--- config.mk ---
export PLATFORM = sky130hd
export DESIGN_NAME = seg_scan_driver
export DESIGN_NICKNAME = d
export VERILOG_FILES = /design/src/rtl/seg_scan_driver.sv
export SDC_FILE = /design/constraint.sdc
export NUM_CORES = 1
export LEC_CHECK = 0
export ABC_CLOCK_PERIOD_IN_PS = 4200
export CORE_MARGIN = 5
export CORE_UTILIZATION = 56
export DETAILED_ROUTE_END_ITERATION = 10
export PLACE_DENSITY = 0.8
export SYNTH_ARGS = -nofsm -noshare
export SYNTH_HDL_FRONTEND = slang
export SYNTH_SLANG_ARGS = --single-unit
export TNS_END_PERCENT = 100
--- constraint.sdc ---
create_clock -name clk -period 4.2 [get_ports clk]
set_clock_uncertainty 0.15 [all_clocks]
set_input_delay 0.84 -clock clk [delete_from_list [all_inputs] [get_ports clk]]
set_output_delay 0.84 -clock clk [all_outputs]
set_load 0.01 [all_outputs]
--- src/rtl/seg_scan_driver.sv ---
// Time-multiplexed 7-segment scanner for a packed 32-bit hex word.
// New words are staged and committed to the displayed shadow only at a frame wrap.
module seg_scan_driver #(
  parameter int unsigned NUM_DIGITS     = 8,
  parameter int unsigned CLK_DIV        = 50000,
  parameter bit          SEG_ACTIVE_LOW = 1'b1,
  parameter bit          DIG_ACTIVE_LOW = 1'b1
) (
  input  logic                  clk,
  input  logic                  reset_n,
  input  logic [31:0]           data_in,
  input  logic                  data_load,
  output logic [6:0]            seg,
  output logic [NUM_DIGITS-1:0] digit_sel,
  output logic                  update_pending,
  output logic                  frame_done
);

  localparam int unsigned           CntW   = (CLK_DIV > 1) ? $clog2(CLK_DIV) : 1;
  localparam int unsigned           IdxW   = (NUM_DIGITS > 1) ? $clog2(NUM_DIGITS) : 1;
  localparam logic [CntW-1:0]       CntMax = CntW'(CLK_DIV - 1);
  localparam logic [IdxW-1:0]       IdxMax = IdxW'(NUM_DIGITS - 1);
  localparam logic [6:0]            SegOff = {7{SEG_ACTIVE_LOW}};
  localparam logic [NUM_DIGITS-1:0] DigOff = {NUM_DIGITS{DIG_ACTIVE_LOW}};

  logic [CntW-1:0]       r_div_cnt;
  logic [IdxW-1:0]       r_idx;
  logic [31:0]           r_staged;
  logic [31:0]           r_shadow;
  logic                  r_pending;
  logic                  r_frame_done;
  logic [6:0]            r_seg;
  logic [NUM_DIGITS-1:0] r_digit_sel;

  logic                  w_tick;
  logic                  w_wrap;
  logic [CntW-1:0]       w_div_cnt_d;
  logic [IdxW-1:0]       w_idx_d;
  logic [31:0]           w_staged_d;
  logic [31:0]           w_shadow_d;
  logic                  w_pending_d;
  logic [3:0]            w_nibble;
  logic [NUM_DIGITS-1:0] w_onehot;
  logic [6:0]            w_seg_hi;

  always_comb begin
    w_tick      = (r_div_cnt == CntMax);
    w_wrap      = w_tick && (r_idx == IdxMax);
    w_div_cnt_d = w_tick ? '0 : r_div_cnt + 1'b1;
    w_idx_d     = r_idx;
    if (w_wrap) begin
      w_idx_d = '0;
    end else if (w_tick) begin
      w_idx_d = r_idx + 1'b1;
    end
    w_staged_d = data_load ? data_in : r_staged;
    // A load landing on the wrap tick bypasses staging and is shown straight away.
    w_shadow_d = r_shadow;
    if (w_wrap) begin
      if (data_load) begin
        w_shadow_d = data_in;
      end else if (r_pending) begin
        w_shadow_d = r_staged;
      end
    end
    w_pending_d = w_wrap ? 1'b0 : (data_load | r_pending);
  end

  always_comb begin
    w_nibble = '0;
    w_onehot = '0;
    for (int k = 0; k < NUM_DIGITS; k++) begin
      if (r_idx == IdxW'(k)) begin
        w_nibble    = r_shadow[4*k +: 4];
        w_onehot[k] = 1'b1;
      end
    end
  end

  // Active-high segment pattern, bit order g..a.
  always_comb begin
    w_seg_hi = '0;
    case (w_nibble)
      4'h0: w_seg_hi = 7'h3F;
      4'h1: w_seg_hi = 7'h06;
      4'h2: w_seg_hi = 7'h5B;
      4'h3: w_seg_hi = 7'h4F;
      4'h4: w_seg_hi = 7'h66;
      4'h5: w_seg_hi = 7'h6D;
      4'h6: w_seg_hi = 7'h7D;
      4'h7: w_seg_hi = 7'h07;
      4'h8: w_seg_hi = 7'h7F;
      4'h9: w_seg_hi = 7'h6F;
      4'hA: w_seg_hi = 7'h77;
      4'hB: w_seg_hi = 7'h7C;
      4'hC: w_seg_hi = 7'h39;
      4'hD: w_seg_hi = 7'h5E;
      4'hE: w_seg_hi = 7'h79;
      4'hF: w_seg_hi = 7'h71;
      default: w_seg_hi = '0;
    endcase
  end

  always_ff @(posedge clk or negedge reset_n) begin
    if (!reset_n) begin
      r_div_cnt    <= '0;
      r_idx        <= '0;
      r_staged     <= '0;
      r_shadow     <= '0;
      r_pending    <= 1'b0;
      r_frame_done <= 1'b0;
      r_seg        <= SegOff;
      r_digit_sel  <= DigOff;
    end else begin
      r_div_cnt    <= w_div_cnt_d;
      r_idx        <= w_idx_d;
      r_staged     <= w_staged_d;
      r_shadow     <= w_shadow_d;
      r_pending    <= w_pending_d;
      r_frame_done <= w_wrap;
      r_seg        <= w_seg_hi ^ SegOff;
      r_digit_sel  <= w_onehot ^ DigOff;
    end
  end

  assign seg            = r_seg;
  assign digit_sel      = r_digit_sel;
  assign update_pending = r_pending;
  assign frame_done     = r_frame_done;

endmodule

# After elaboration in Yosys (flattened, before gate mapping)
# Memory sizes are Yosys's and may differ from the RTL's.
# Index checks and enable logic that the tools add are counted.
# W data, S select, Z words.
# classes
add_sub_neg,2
multipliers,0
div_mod_pow,0
order_cmp,0
eq_ne,8
shift,0
n_mux,22
bitwise_logic,3
reduce_logical,5
# ops
cell,n
$mux W32,2
$mux W4,8
$add A16 B1 Y16 const B,1
$eq A16 B16 Y1 const B,1
$mux W16,1
$eq A3 B3 Y1 const B,4
$mux W1,9
$not A8 Y8,1
$not A7 Y7,1
$eq A3 B2 Y1 const B,2
$mux W3,2
$reduce_bool A2 Y1,2
$add A3 B1 Y3 const B,1
$eq A3 B1 Y1 const B,1
$logic_not A3 Y1,1
$reduce_and A2 Y1,1
$logic_and A1 B1 Y1,1
$or A1 B1 Y1,1
# word_totals
register_bits,100
latch_bits,0
ram_bits,0
romBits,112
in_bits,35
word_cells,49
mem_count,1
# memory_table
memory,words,width,rd,rd_ports_with_merged_regs,write_ports,line_no,rtl
(no name shown),16,7,1,0,0,83,case (w_nibble)

# Logic depth before layout (Yosys ltp)
# An unclocked memory read counts as a cell.
# logic_depth
depth_word,11
depth_mapped,13
mapped_depth_nobuf,11

# Worst setup path before layout
# OpenSTA, ideal clock, no wires.
# synth_timing
path_kind,register -> register
start,register r_idx[2]
end,"register r_seg[3], in the netlist seg[3]"
setup_ns,0.095
arrival_ns,2.686
required_time_ns,3.955
slack_ns,1.269
path_stages_with_launch,13
path_buffers,2
synth_period_minus_slack_ns,2.931
cell_sequence,dfrtp_1 buf_2 inv_1 ha_1 buf_2 nor2_1 o21ai_0 nor2_1 nor3_1 a2bb2oi_1 inv_1 ha_1 mux4_1
# synth_between
elab_chain_cells,11
word_cells_on_any_way,18
cone_classes,7 x eq/ne; 8 x mux; 1 x bitwise; 1 x reduce/logical; 1 x memory
# synth_lines
item,line_no,rtl
start: declaration,27,logic [IdxW-1:0] r_idx;
start signal: assignment,116,r_idx <= w_idx_d;
$logic_not A3 Y1,73,if (r_idx == IdxW'(k)) begin
$mux W4 (7 in a row),73,
$mux W4 (*),73,
$mem_v2 Z16 W7 (*),n/a,
$not A7 Y7 (no source line) (*),n/a,
end signal: assignment,112,r_seg <= SegOff;
end signal: assignment,121,r_seg <= w_seg_hi ^ SegOff;
end: declaration,32,logic [6:0] r_seg;
# Mark *: on every way between the ends. The rest lies on a longest branch, timed or not.
# A chain may end at the register's enable or synchronous reset.

# Worst setup path in the final report
# layout_timing
start,register r_idx[1]
end,"register r_seg[3], in the netlist seg[3]"
# Same word-level chain as after synthesis.

==> qor.txt <==
wire length of the first global-routing pass -> 14.0 mm
cells resized by post-CTS repair -> 0
Final Wtd Congestion -> 0.895
post-DP HPWL -> 5.72 mm
Max VDD drop -> 0.000230 V
chain of cells forming the critical path -> inv_1 > ha_1 > nor2b_4 > a221oi_1 > nor2_1 > nor3_1 > a2bb2oi_1 > inv_1 > ha_1 > mux4_1
number of cells produced by synthesis -> 344
setup violators final -> 0
largest family of logic cells by synthesized area -> multiplexers
post-route non-filler standard cell count -> 504
Worst Tran Pin Value -> 0.887 ns
post-synthesis mux area share -> 0.185
Max Root-Sink Buffers -> 2
DRC viols -> 0
initial detailed-routing violation count -> 100
core box area -> 7810 um^2
clock input transition at the sequential cells of the worst setup and hold paths -> 0.09 ns
number of flops mapped to enable cells by yosys -> 0
asr flop ratio synth -> 1.00
number of antenna violations at the first check in global routing -> 0
setup repair after global routing missed its margin -> false
number of nets produced by synthesis -> 393
area taken by flip-flops and latches -> 2520 um^2
cts-stage hold buffer count -> 0
clock latency reported for the late side of the worst-skew pair -> 0.36 ns
Yosys warnings -> 0
setup TNS after final layout -> 0 ns
max_slew headroom -> 0.409
kind of capture point of the worst setup path -> flip-flop
Required @ worst endpoint -> 4.32 ns
most common cell in the synthesized netlist -> dfrtp_1
total die area -> 9970 um^2
Critical Path Start Type -> flip-flop
utilization after layout -> 0.679
Synth Flop Type -> dfrtp_1
cell family with the largest share of critical-path delay -> compound AO/OA/AOI/OAI gates
register area share after synthesis -> 0.557
Inserted Clock Buffers -> 9
count of cell types in the netlist -> 48
via-per-instance ratio -> 5.38
cell taking the most area after synthesis -> dfrtp_1
share of final-layout standard cells stronger than drive strength 1 -> 0.269
CP Data Arrival Time -> 3.56 ns
Post-Synth Adder-Cell Area -> 0.0387
maximum fanout encountered on the critical timing path -> 13
chip height -> 99.9 um
clock tree from TritonCTS -> yes
static leakage -> 0.00240 uW
number of placement rows -> 32
power per unit of standard cell area -> 322 nW/um^2
leading cell types by total area after synthesis -> dfrtp_1 47%, mux2_2 10%, dfstp_2 8.7%
number of global-route vias before repair -> 2808
slowest CP cell -> a2bb2oi_1
placed cells -> 488
number of placed I/O pins -> 52
Simple-Gate Fraction of Synth Area -> 0.0880
timing-limited maximum frequency -> 291 MHz
largest net degree at the start of global routing -> 75
flops & latches, synth -> 100
routed via count -> 2714
Max Cap Violations -> 0
final critical path time including I/O delays and setup -> 3.43 ns
DRT Pass-1 Iters -> 4
clock tree root buffer cell -> clkbuf_8
total routed wirelength -> 8.19 mm
synth cell count leaders -> 85 x dfrtp_1, 41 x mux2_2, 22 x mux2_4, 21 x nand2_1, 16 x nor2_1
Max stage delay on crit path -> 0.52 ns
xor/xnor share of the synthesized area -> 0.0252
number of nets with antenna violations after routing -> 0
buffers and inverters on the worst path -> 2
routed wire length per instance -> 16.3 um
Crit Path Class -> reg2reg
complex-gate fraction of the synthesized area -> 0.0708
ratio of final minimum period to clock period -> 0.818
area growth from synthesis to layout -> 17.3%
Max Slew Vio Count -> 0
Mean Syn Cell Area -> 13.1 um^2
Final Net Count -> 446
antenna fix cells -> 0
summed instance area of the synthesized netlist -> 4520 um^2
final hold violation count -> 0
status -> complete, no violations
classification of the worst-slack hold path -> reg2reg
starting density of the core -> 0.579
total grt overflow -> 0
CTS HTree Levels -> 3
Post-CTS Repair Setup Buffers -> 0
multi-input combinational cell area -> 1850 um^2
fillers -> 546
proportion of netlist area held by the largest area contributor -> 0.470
total track usage -> 0.177
Horiz. Die Dim -> 99.9 um
count of clock tree sinks -> 100
Port Buffers -> 51
==> sequential cells by signal, indices dropped and copies added, names as in the netlist <==
name / count
r_staged: 32
r_shadow: 32
seg: 7
r_idx: 3
digit_sel: 8
frame_done: 1
r_div_cnt: 16
update_pending: 1
==> per-stage QoR <==
step | area (um^2) | setup slack, ns | total power (uW) | hold slack, ns
4_1_cts | 5310 | 0.771 | 1730 | 0.351
2_1_floorplan | 4520 | 1.27 | 1060 | 0.298
3_5_place_dp | 5100 | 0.818 | 1130 | 0.333
3_3_place_gp | 5100 | 0.931 | 1120 | 0.327
5_1_grt | 5310 | 0.410 | 1780 | 0.371
6_report | 5310 | 0.766 | 1710 | 0.347
==> worst paths after layout <==
check	endpoint	slack, ns	cells after the start	start
worst max register to register	seg[3]	0.77	10	r_idx[1]
worst min-delay path	r_div_cnt[0]	0.35	1	r_div_cnt[0]
worst min register to register	r_div_cnt[0]	0.35	1	r_div_cnt[0]
min in group asynchronous	r_div_cnt[15]	0.44	1	reset_n
worst max-delay path	seg[3]	0.77	10	r_idx[1]
max in group asynchronous	seg[5]	2.39	3	reset_n
==> power breakdown <==
group	switching [uW]	internal [uW]	leakage, uW	total (uW)
Sequential	7.51	993	0.00123	1000
Combinational	45.7	57.7	0.00107	103
Clock	315	290	0.0000983	606
==> layout by cell type, fill, tap and decap left out, types with 11 or more instances in the layout <==
cell type        count
ha_1                14
dfstp_2             15
inv_1               15
nor2_1              16
nand2_1             21
a21oi_1             14
o21ai_0             11
mux2_2              41
clkdlybuf4s50_1     50
mux2_4              22
dfrtp_1             85
==> metal layers <==
| layer | vias up | wire [um] | global-route usage |
|---|---|---|---|
| met4 | 0 | 93 | 0.0620 |
| li1 | 1309 | - | - |
| met5 | - | 0 | 0 |
| met1 | 1332 | 3800 | 0.245 |
| met2 | 63 | 3870 | 0.278 |
| met3 | 10 | 426 | 0.0368 |
==> final cells by class <==
class,count,area share
clock buffers,10,0.0259
flip-flops and latches,100,0.475
clock inverters,6,0.0120
multi-input cells,214,0.348
well taps,102,0.0241
inverters,15,0.0106
repair buffers,57,0.104
==> cell families (layout without fill, tap and decap cells) <==
logic type	Yosys count	in the layout
adders and majority gates	14	14
muxes	66	66
AOI/OAI and AO/OA	48	48
buffers and inverters	30	88
and+or+nand+nor	73	73
xor gates and xnor gates	13	13
DFF	100	100
(Power assumes the default switching activity.)
